===== config.mk =====
export PLATFORM = sky130hd
export DESIGN_NAME = muldiv
export DESIGN_NICKNAME = d
export VERILOG_FILES = /design/src/rtl/muldiv.sv
export SDC_FILE = /design/constraint.sdc
export NUM_CORES = 1
export LEC_CHECK = 0
export BUFFER_PORTS_ARGS = -buffer_cell sky130_fd_sc_hd__buf_2
export CORE_ASPECT_RATIO = 1.25
export CORE_MARGIN = 1.5
export CORE_UTILIZATION = 53
export CTS_CLUSTER_DIAMETER = 30
export DETAILED_ROUTE_END_ITERATION = 8
export PLACE_DENSITY = 0.71
export SLEW_MARGIN = 25
export SYNTH_ARGS = -nofsm -noshare
export SYNTH_HDL_FRONTEND = slang
export SYNTH_SLANG_ARGS = --single-unit

===== constraint.sdc =====
create_clock -name clk -period 9.65 [get_ports clk]
set_clock_uncertainty 0.2 [all_clocks]
set_input_delay 0.4825 -clock clk [delete_from_list [all_inputs] [get_ports clk]]
set_output_delay 0.4825 -clock clk [all_outputs]
set_load 0.05 [all_outputs]

===== src/rtl/muldiv.sv =====
`default_nettype none
// ============================================================================
// Module      : muldiv
// Description : RV32M multiply/divide unit, radix-2 shift-add / restoring
//               divide, fixed 33-cycle latency from accepted start to md_done.
// Revision    : 1.0 - initial release
// ============================================================================
module muldiv #(
  parameter int REG_LEN = 32
) (
  input  logic               clk,
  input  logic               rst,
  input  logic               md_start,
  input  logic [2:0]         md_op,
  input  logic [REG_LEN-1:0] md_in1,
  input  logic [REG_LEN-1:0] md_in2,
  output logic               md_busy,
  output logic               md_done,
  output logic [REG_LEN-1:0] md_out
);

  localparam int c_CW = $clog2(REG_LEN);
  localparam logic [c_CW-1:0] c_LAST = c_CW'(REG_LEN - 1);

  localparam logic [1:0] c_IDLE = 2'd0;
  localparam logic [1:0] c_CALC = 2'd1;
  localparam logic [1:0] c_DONE = 2'd2;

  logic [1:0]         r_state;
  logic [c_CW-1:0]    r_cnt;
  logic [2:0]         r_op;
  logic [REG_LEN-1:0] r_opd;
  logic [REG_LEN-1:0] r_hi;
  logic [REG_LEN-1:0] r_lo;
  logic [REG_LEN-1:0] r_out;
  logic               r_neg_q;
  logic               r_neg_r;
  logic               r_dz;

  // Operand sign handling at acceptance: datapath always works on magnitudes.
  logic               w_sgn1;
  logic               w_sgn2;
  logic               w_neg1;
  logic               w_neg2;
  logic [REG_LEN-1:0] w_mag1;
  logic [REG_LEN-1:0] w_mag2;

  assign w_sgn1 = (md_op == 3'b001) || (md_op == 3'b010) ||
                  (md_op == 3'b100) || (md_op == 3'b110);
  assign w_sgn2 = (md_op == 3'b001) || (md_op == 3'b100) || (md_op == 3'b110);
  assign w_neg1 = w_sgn1 & md_in1[REG_LEN-1];
  assign w_neg2 = w_sgn2 & md_in2[REG_LEN-1];
  assign w_mag1 = w_neg1 ? -md_in1 : md_in1;
  assign w_mag2 = w_neg2 ? -md_in2 : md_in2;

  // Multiply step: r_hi:r_lo is the partial product, multiplier shifts out of r_lo.
  logic [REG_LEN:0]   w_madd;
  logic [REG_LEN-1:0] w_mhi;
  logic [REG_LEN-1:0] w_mlo;

  assign w_madd = {1'b0, r_hi} + (r_lo[0] ? {1'b0, r_opd} : '0);
  assign w_mhi  = w_madd[REG_LEN:1];
  assign w_mlo  = {w_madd[0], r_lo[REG_LEN-1:1]};

  // Divide step: r_hi is the partial remainder, quotient bits shift into r_lo.
  logic [REG_LEN:0]   w_shift;
  logic [REG_LEN:0]   w_sub;
  logic               w_ge;
  logic [REG_LEN-1:0] w_dhi;
  logic [REG_LEN-1:0] w_dlo;

  assign w_shift = {r_hi, r_lo[REG_LEN-1]};
  assign w_ge    = w_shift >= {1'b0, r_opd};
  assign w_sub   = w_shift - {1'b0, r_opd};
  assign w_dhi   = w_ge ? w_sub[REG_LEN-1:0] : w_shift[REG_LEN-1:0];
  assign w_dlo   = {r_lo[REG_LEN-2:0], w_ge};

  logic [REG_LEN-1:0]   w_hi_nxt;
  logic [REG_LEN-1:0]   w_lo_nxt;
  logic [2*REG_LEN-1:0] w_prod;
  logic [2*REG_LEN-1:0] w_sprod;
  logic [REG_LEN-1:0]   w_quo;
  logic [REG_LEN-1:0]   w_rem;
  logic [REG_LEN-1:0]   w_res;

  assign w_hi_nxt = r_op[2] ? w_dhi : w_mhi;
  assign w_lo_nxt = r_op[2] ? w_dlo : w_mlo;
  assign w_prod   = {w_hi_nxt, w_lo_nxt};
  assign w_sprod  = r_neg_q ? -w_prod : w_prod;
  assign w_quo    = r_neg_q ? -w_lo_nxt : w_lo_nxt;
  assign w_rem    = r_neg_r ? -w_hi_nxt : w_hi_nxt;

  // Divide by zero yields an all-ones magnitude quotient; signed DIV must not negate it.
  always_comb begin
    w_res = '0;
    case (r_op)
      3'b000:                 w_res = w_sprod[REG_LEN-1:0];
      3'b001, 3'b010, 3'b011: w_res = w_sprod[2*REG_LEN-1:REG_LEN];
      3'b100:                 w_res = r_dz ? '1 : w_quo;
      3'b101:                 w_res = w_lo_nxt;
      3'b110:                 w_res = w_rem;
      default:                w_res = w_hi_nxt;
    endcase
  end

  always_ff @(posedge clk) begin
    if (rst) begin
      r_state <= c_IDLE;
      r_cnt   <= '0;
      r_op    <= '0;
      r_opd   <= '0;
      r_hi    <= '0;
      r_lo    <= '0;
      r_out   <= '0;
      r_neg_q <= 1'b0;
      r_neg_r <= 1'b0;
      r_dz    <= 1'b0;
    end else begin
      case (r_state)
        c_IDLE: begin
          if (md_start) begin
            r_op    <= md_op;
            r_opd   <= md_op[2] ? w_mag2 : w_mag1;
            r_hi    <= '0;
            r_lo    <= md_op[2] ? w_mag1 : w_mag2;
            r_neg_q <= w_neg1 ^ w_neg2;
            r_neg_r <= w_neg1;
            r_dz    <= (md_in2 == '0);
            r_cnt   <= '0;
            r_state <= c_CALC;
          end
        end
        c_CALC: begin
          r_hi  <= w_hi_nxt;
          r_lo  <= w_lo_nxt;
          r_cnt <= r_cnt + c_CW'(1);
          if (r_cnt == c_LAST) begin
            r_out   <= w_res;
            r_state <= c_DONE;
          end
        end
        c_DONE:  r_state <= c_IDLE;
        default: r_state <= c_IDLE;
      endcase
    end
  end

  assign md_busy = (r_state != c_IDLE);
  assign md_done = (r_state == c_DONE);
  assign md_out  = r_out;

endmodule
`default_nettype wire


==> results.ini, run 1 <==
[final_layout]
syn_to_final_growth_pct=8.35
seq_area_sq_mm=0.00283
drive_above_1_share_pct=11.0
multi_input_area_sq_mm=0.0120
final_nets=2413
nFillCells=2882
antenna_cells=0

[global_route]
grt_use_total_pct=42.8
antenna_found_initial=1
busiest_layer=met2
grt_pass1_vias=16900
grt_first_pass_wirelength_mm=99.3
use_met1_pct=53.9
grt-ovfl-total=0
grt_max_degree=96
grt_util_met3_pct=6.99
gr-usage-met2_pct=65.9

[clock_network]
cts.path.max_buffers=2
cts_made_buffers=17
insertion_delay_ns=0.47
clock-sinks=141
clkTransAtPathRegs_ns=0.07
post_cts_resized=0
root_buffer=clkbuf_16
cts_tree=built
cts.htree.levels=4
post_cts_buffers=0
cts_hold_buf=0

[synthesis]
yosysSeqAreaShare_pct=18.0
ys.flop_type=dfxtp_1
synth_area_leaders=dfxtp_1 (18%), a21oi_1 (7.0%), nor2_1 (6.6%)
yosysTopAreaCell=dfxtp_1
synth_area_sq_mm=0.0157
yosys_warnings=0
synth_edf_count=0
async_flop_share_pct=0
netlist_instances=2258
synth_cell_types=103
synth_area_per_cell_sq_um=6.93
synth_top_area_share_pct=18.0
syn_nets=2400
ys_ff_latch=141

[worst_setup_path]
start_kind=register
worst-setup-path-type=register to register
endpoint_kind=register
cp_data_required_time_ns=9.75
cp.arrival_ns=6.66
critPathMaxFanout=20

[pwr]
cellLeakagePower_uw=0.00669
clkPwrFrac_pct=31.0
max-vdd-ir-drop_mv=0.101
power.total_uw=2320
combPwrFrac_pct=41.1
seq_power_share_pct=27.9
intPower_uw=1300
sw_frac_of_total_pct=44.0
switchingPower_uw=1020
power.density_mw_per_mm2=137

[routing]
route.detailed.drc=0
wirelength_mm=66.1
drt_iter0_markers=2401
ant_nets=0
drt_pass1_iterations=8
routed_via_density=6.88
vias=18400
wl_per_cell_um=24.7

[sta]
hold_viol=0
drv_slew=0
tightestPinTransition_ns=1.10
fmax_ghz=0.153
rsz0062_at_grt=no
fin_crit_ns=6.56
setup_violations=0
finalCritPeriodShare_pct=68.0
slew_headroom_pct=25.9
fin_tns_setup_ns=0

[die]
die_width_um=157
core_sq_mm=0.0292
rows=70
fp.dieArea_sq_mm=0.0306
die-height_um=195
ios=104
start_util_pct=53.7

[placed_design]
dp_hpwl_mm=50.0
gp_congestion=1.01
io_buffers=103

[min_path]
min_path_type=input port to register

[outcome]
outcome=finished, final reports clean

[flow_run]
drv_cap=0

cell type report:
cell class / instances / area share (%)
multi-input combinational: 1908 / 70.8
clock inverter: 14 / 0.974
inverter: 69 / 1.53
timing repair buffer: 134 / 4.50
tap: 396 / 2.92
clock buffer: 18 / 2.66
sequential: 141 / 16.7
synthesized netlist by cell type (13+ instances only):
library cell / number
mux2_2: 19
nor2_1: 275
nor2b_1: 20
and2_1: 24
nor3_1: 60
a21oi_1: 220
nand2_1: 269
ha_1: 70
o211ai_1: 51
mux2i_1: 38
nand3_1: 62
o31ai_1: 26
inv_1: 69
xnor2_1: 65
nor4_1: 27
buf_2: 18
o21ai_0: 127
and3_1: 16
buf_1: 13
dfxtp_1: 141
a21o_1: 31
o21a_1: 22
nand4_1: 30
a31oi_1: 53
a211oi_1: 35
a221oi_1: 33
xor2_1: 62
clkbuf_1: 101
or3_1: 25
worst paths after layout:
kind / from / cells past startpoint / to / slack (ns)
hold / removal: md_op[1] / 3 / r_op[1]$_SDFFE_PP0P_ / 0.09
setup reg to reg: r_opd[10]$_SDFFE_PP0P_ / 21 / md_out[10]$_SDFFE_PP0P_ / 3.09
hold reg to reg: md_out[3]$_SDFFE_PP0P_ / 2 / md_out[3]$_SDFFE_PP0P_ / 0.24
setup / recovery: r_opd[10]$_SDFFE_PP0P_ / 21 / md_out[10]$_SDFFE_PP0P_ / 3.09
flip-flops by register name, summed over array words and instances, names as in the netlist:
signal   count
r_lo        32
r_opd       32
r_op         3
md_out      32
r_neg_q      1
r_dz         1
r_state      2
r_neg_r      1
r_cnt        5
r_hi        32
cells by family after synthesis:
group / share of synthesized area, %
adders and majority gates: 5.85
DFF: 18.0
AOI/OAI and AO/OA: 32.8
and+or+nand+nor: 26.9
muxes: 3.88
xor gates and xnor gates: 7.10
buffers and inverters: 5.44
power by group through the flow:
| stage | Sequential, uW | Clock, uW | Combinational (uW) |
|---|---|---|---|
| finish | 648 | 718 | 955 |
| global route | 651 | 741 | 1020 |
| CTS | 645 | 719 | 919 |
| detailed placement | 659 | 0 | 914 |
| global placement | 657 | 0 | 907 |
| floorplan | 643 | 0 | 651 |
placed cells by master, fill, tap and decap left out, drive strengths merged, types with 31 or more instances in the layout:
cell type	n
nor4	31
xor2	62
nand3	64
nand2	270
buf	134
inv	78
a221oi	33
a21oi	222
a31oi	53
o211ai	53
ha	70
a21o	31
mux2i	39
nor2	278
a211oi	37
o21ai	133
nand4	33
dfxtp	141
nor3	61
xnor2	65
stage by stage:
step           utilization (%)  cells  setup WS [ns]  hold slack [ns]  cell area (sq um)
6_report                  58.2   2680           3.09           0.0910              17000
5_1_grt                   58.2   2680           2.64            0.125              17000
4_1_cts                   58.1   2679           3.26           0.0929              16900
3_5_place_dp              56.0   2647           3.27            0.234              16300
3_3_place_gp              56.0   2647           3.41            0.229              16300
2_1_floorplan                -   2258           4.43            0.232              15700
metal layers:
metal  vias up  part of all wire, %
met5         -                    0
met4         0                  8.0
met3       248                  9.6
met2      1133                   44
met1      8629                   39
li1       8415                    -
worst max-delay path, stage by stage (launching register included):
cell and delay (ns):
dfxtp_1 0.33, inv_1 0.09, ha_1 0.42, a21oi_1 0.23
o21ai_0 0.16, nor4_4 0.37, o221ai_2 0.37, nor2_4 0.59
nor2_1 0.22, a21oi_1 0.22, ha_1 0.25, o211ai_1 0.21
or3_1 0.37, a2111oi_0 0.35, nand4_1 0.28, nor4_1 0.26
nand4_1 0.37, o31ai_1 0.41, xnor2_1 0.18, o21ai_0 0.11
a221oi_1 0.30, o21ai_0 0.10
Power figures use the tool's default switching activity.
==> run 2, diff against run 1 <==
clock period = 6.8 ns   (was 9.65 ns; I/O delays follow)
==> run 2 against run 1 <==
Die area unchanged. Via count down 0.48%. Count of clock-buffer cells in the layout down 1. Non-clock buffer count up 15. Sequential cell count unchanged. Total power up 42%. First-iteration DRC count about the same. Combinational power up 45%. Sequential power up 42%. Cell area up 0.66%. Largest cell class unchanged. Highest routed layer unchanged.
==> results.ini, run 2 (same netlist as run 1, synthesis figures left out) <==
[die]
die_width_um=157  ; unchanged
rows=70  ; unchanged
ios=104  ; unchanged
core_sq_mm=0.0292  ; unchanged
fp.dieArea_sq_mm=0.0306  ; unchanged
start_util_pct=53.7  ; unchanged
die-height_um=195  ; unchanged

[placed_design]
dp_hpwl_mm=50.9  ; +1.8%
gp_congestion=1.02  ; +0.22%
io_buffers=103  ; unchanged
dp_cells=2661  ; +0.53%

[sta]
fin_tns_setup_ns=0  ; unchanged
tightestPinTransition_ns=1.16  ; +0.0592 ns
rsz0062_at_grt=no
hold_viol=0  ; unchanged
fmax_ghz=0.170  ; +12%
finalCritPeriodShare_pct=86.4  ; +18 points
drv_slew=0  ; unchanged
fin_crit_ns=5.88  ; -0.681 ns
setup_violations=0  ; unchanged
slew_headroom_pct=22.9  ; -3.0 points

[final_layout]
syn_to_final_growth_pct=9.06
most-common-layout-cells=nor2_1 (273), nand2_1 (268), a21oi_1 (219)
layout_commonest_cell=nor2_1
seq_area_sq_mm=0.00283  ; unchanged
drive_above_1_share_pct=11.5  ; +0.49 points
multi_input_area_sq_mm=0.0120  ; unchanged
final_nets=2428  ; +0.62%
nFillCells=2890  ; +0.28%
instances_no_fill=2696  ; +0.60%

[worst_setup_path]
start_kind=register
rrSetupSlack_ns=0.92  ; -2.17 ns
crit-reg2reg-launch=r_opd[6]$_SDFFE_PP0P_
cp_data_required_time_ns=6.91  ; -2.84 ns
critPathMaxStageDelay_ns=0.45  ; -0.14 ns
critPathMaxFanout=10  ; -50%
cpMaxStageDelayCell=nor4_4
crit_chain=inv_1 > ha_1 > a21oi_1 > nor3_1 > nor4_4 > o221ai_2 > nor2_4 > nor2_1 > a21oi_1 > ha_1 > o211ai_1 > or3_1 > a2111oi_0 > nand4_1 > nor4_1 > nand4_1 > o31ai_1 > xnor2_1 > o21ai_0 > a221oi_1 > o21ai_0
r2r-end=md_out[10]$_SDFFE_PP0P_
endpoint_kind=register
cp.arrival_ns=5.98  ; -0.68 ns
r2r_cells=21  ; unchanged
worst-setup-path-type=register to register

[min_path]
min_path_type=input port to register
hold_depth=4  ; +1
worstHoldStart=md_in2[31]
holdPathEnd=r_dz$_SDFFE_PP0P_

[routing]
wl_per_cell_um=24.6  ; -0.28%
drt_iter0_markers=2399  ; -0.083%
drt_pass1_iterations=6  ; -2
vias=18300  ; -0.48%
routed_via_density=6.80  ; -1.1%
wirelength_mm=66.3  ; +0.31%
ant_nets=0  ; unchanged
route.detailed.drc=0  ; unchanged

[clock_network]
insertion_delay_ns=0.45  ; -0.02 ns
cts_made_buffers=17  ; unchanged
root_buffer=clkbuf_16
clock-sinks=141  ; unchanged
cts.htree.levels=4  ; unchanged
cts_tree=built
post_cts_resized=0  ; unchanged
cts.path.max_buffers=2  ; unchanged
clkTransAtPathRegs_ns=0.08  ; about the same

[pwr]
sw_frac_of_total_pct=45.1  ; +1.0 points
combPwrFrac_pct=41.8  ; +0.7 points
max-vdd-ir-drop_mv=0.149  ; +47%
intPower_uw=1810  ; +39%
seq_power_share_pct=27.8  ; about the same
clkPwrFrac_pct=30.3  ; -0.7 points
switchingPower_uw=1490  ; +45%
cellLeakagePower_uw=0.00675  ; +0.91%
power.density_mw_per_mm2=193  ; +41%

[global_route]
grt_pass1_vias=17100  ; +0.96%
grt_first_pass_wirelength_mm=101  ; +1.3%
grt_max_degree=96  ; unchanged
grt-ovfl-total=0  ; unchanged
antenna_found_initial=0  ; -1
grt_use_total_pct=43.1  ; +0.30 points

[outcome]
outcome=finished, final reports clean

[flow_run]
drv_cap=0  ; unchanged

-- run 2: changes by cell type in the layout (fill, tap and decap cells not counted), sizes merged --
cell / previous run / this run
clkbuf: 18 / 17
inv: 78 / 76
bufinv: 1 / 0
clkinvlp: 1 / 0
diode: 0 / 1
buf: 134 / 147
clkinv: 3 / 8
dlygate4sd3: 0 / 2
-- run 2: power by group through the flow --
| stage | combinational, uW | clock (uW) | sequential, uW |
|---|---|---|---|
| 2_1_floorplan | 924 | 0 | 912 |
| 3_3_place_gp | 1320 | 0 | 932 |
| 3_5_place_dp | 1320 | 0 | 934 |
| 4_1_cts | 1330 | 1010 | 914 |
| 5_1_grt | 1470 | 1040 | 922 |
| 6_report | 1380 | 1000 | 918 |
-- run 2: worst max-delay path, delay by kind of cell, from the launching register on --
kind / cells / cell delay [ns]
AOI/OAI and AO/OA: 9 / 2.22
and+or+nand+nor: 8 / 2.16
xor gates and xnor gates: 1 / 0.17
adders and majority gates: 2 / 0.61
DFF: 1 / 0.33
buffers and inverters: 1 / 0.06
-- run 2: routing by layer --
| layer | track usage (%) | part of all wire (%) |
|---|---|---|
| met5 | 0 | 0 |
| met4 | 29.3 | 7.6 |
| met2 | 66.4 | 43 |
| met3 | 8.37 | 9.5 |
| met1 | 53.9 | 39 |
-- run 2: worst max-delay path by stage --
stage,startpoint,to,slack [ns],depth (start not counted)
2_1_floorplan,r_op[2]$_SDFFE_PP0P_,md_out[10]$_SDFFE_PP0P_,1.58,20
3_3_place_gp,r_opd[6]$_SDFFE_PP0P_,md_out[10]$_SDFFE_PP0P_,1.29,21
3_5_place_dp,r_opd[6]$_SDFFE_PP0P_,md_out[10]$_SDFFE_PP0P_,1.08,21
4_1_cts,r_opd[6]$_SDFFE_PP0P_,md_out[10]$_SDFFE_PP0P_,1.05,21
5_1_grt,r_opd[10]$_SDFFE_PP0P_,md_out[10]$_SDFFE_PP0P_,0.45,21
6_report,r_opd[6]$_SDFFE_PP0P_,md_out[10]$_SDFFE_PP0P_,0.92,21
-- run 2: what timing repair did --
| action | 4_1_cts | 5_1_grt |
|---|---|---|
| endpoints found under the hold margin | 2 | 0 |
| hold buffers | 2 | 0 |
| buffers inserted | 0 | 0 |
-- run 2: metrics by stage --
| step | utilization [%] | cell area (sq um) | total power, uW | worst slack [ns] | hold slack, ns |
|---|---|---|---|---|---|
| final | 58.6 | 17100 | 3300 | 0.924 | 0.0682 |
| after floorplan | - | 15700 | 1840 | 1.58 | 0.232 |
| after global routing | 58.5 | 17100 | 3430 | 0.454 | 0.104 |
| after global placement | 56.3 | 16400 | 2250 | 1.29 | 0.229 |
| after CTS | 58.5 | 17100 | 3250 | 1.05 | 0.0623 |
| after detailed placement | 56.3 | 16400 | 2260 | 1.08 | 0.245 |
-- run 2: layout make-up --
type / count / share of cell area [%]
flip-flops and latches: 141 / 16.6
multi-input cells: 1908 / 70.3
repair buffers: 149 / 5.08
diodes: 1 / 0.0147
clock inverters: 15 / 1.14
well taps: 396 / 2.90
clock buffers: 17 / 2.49
inverters: 69 / 1.52
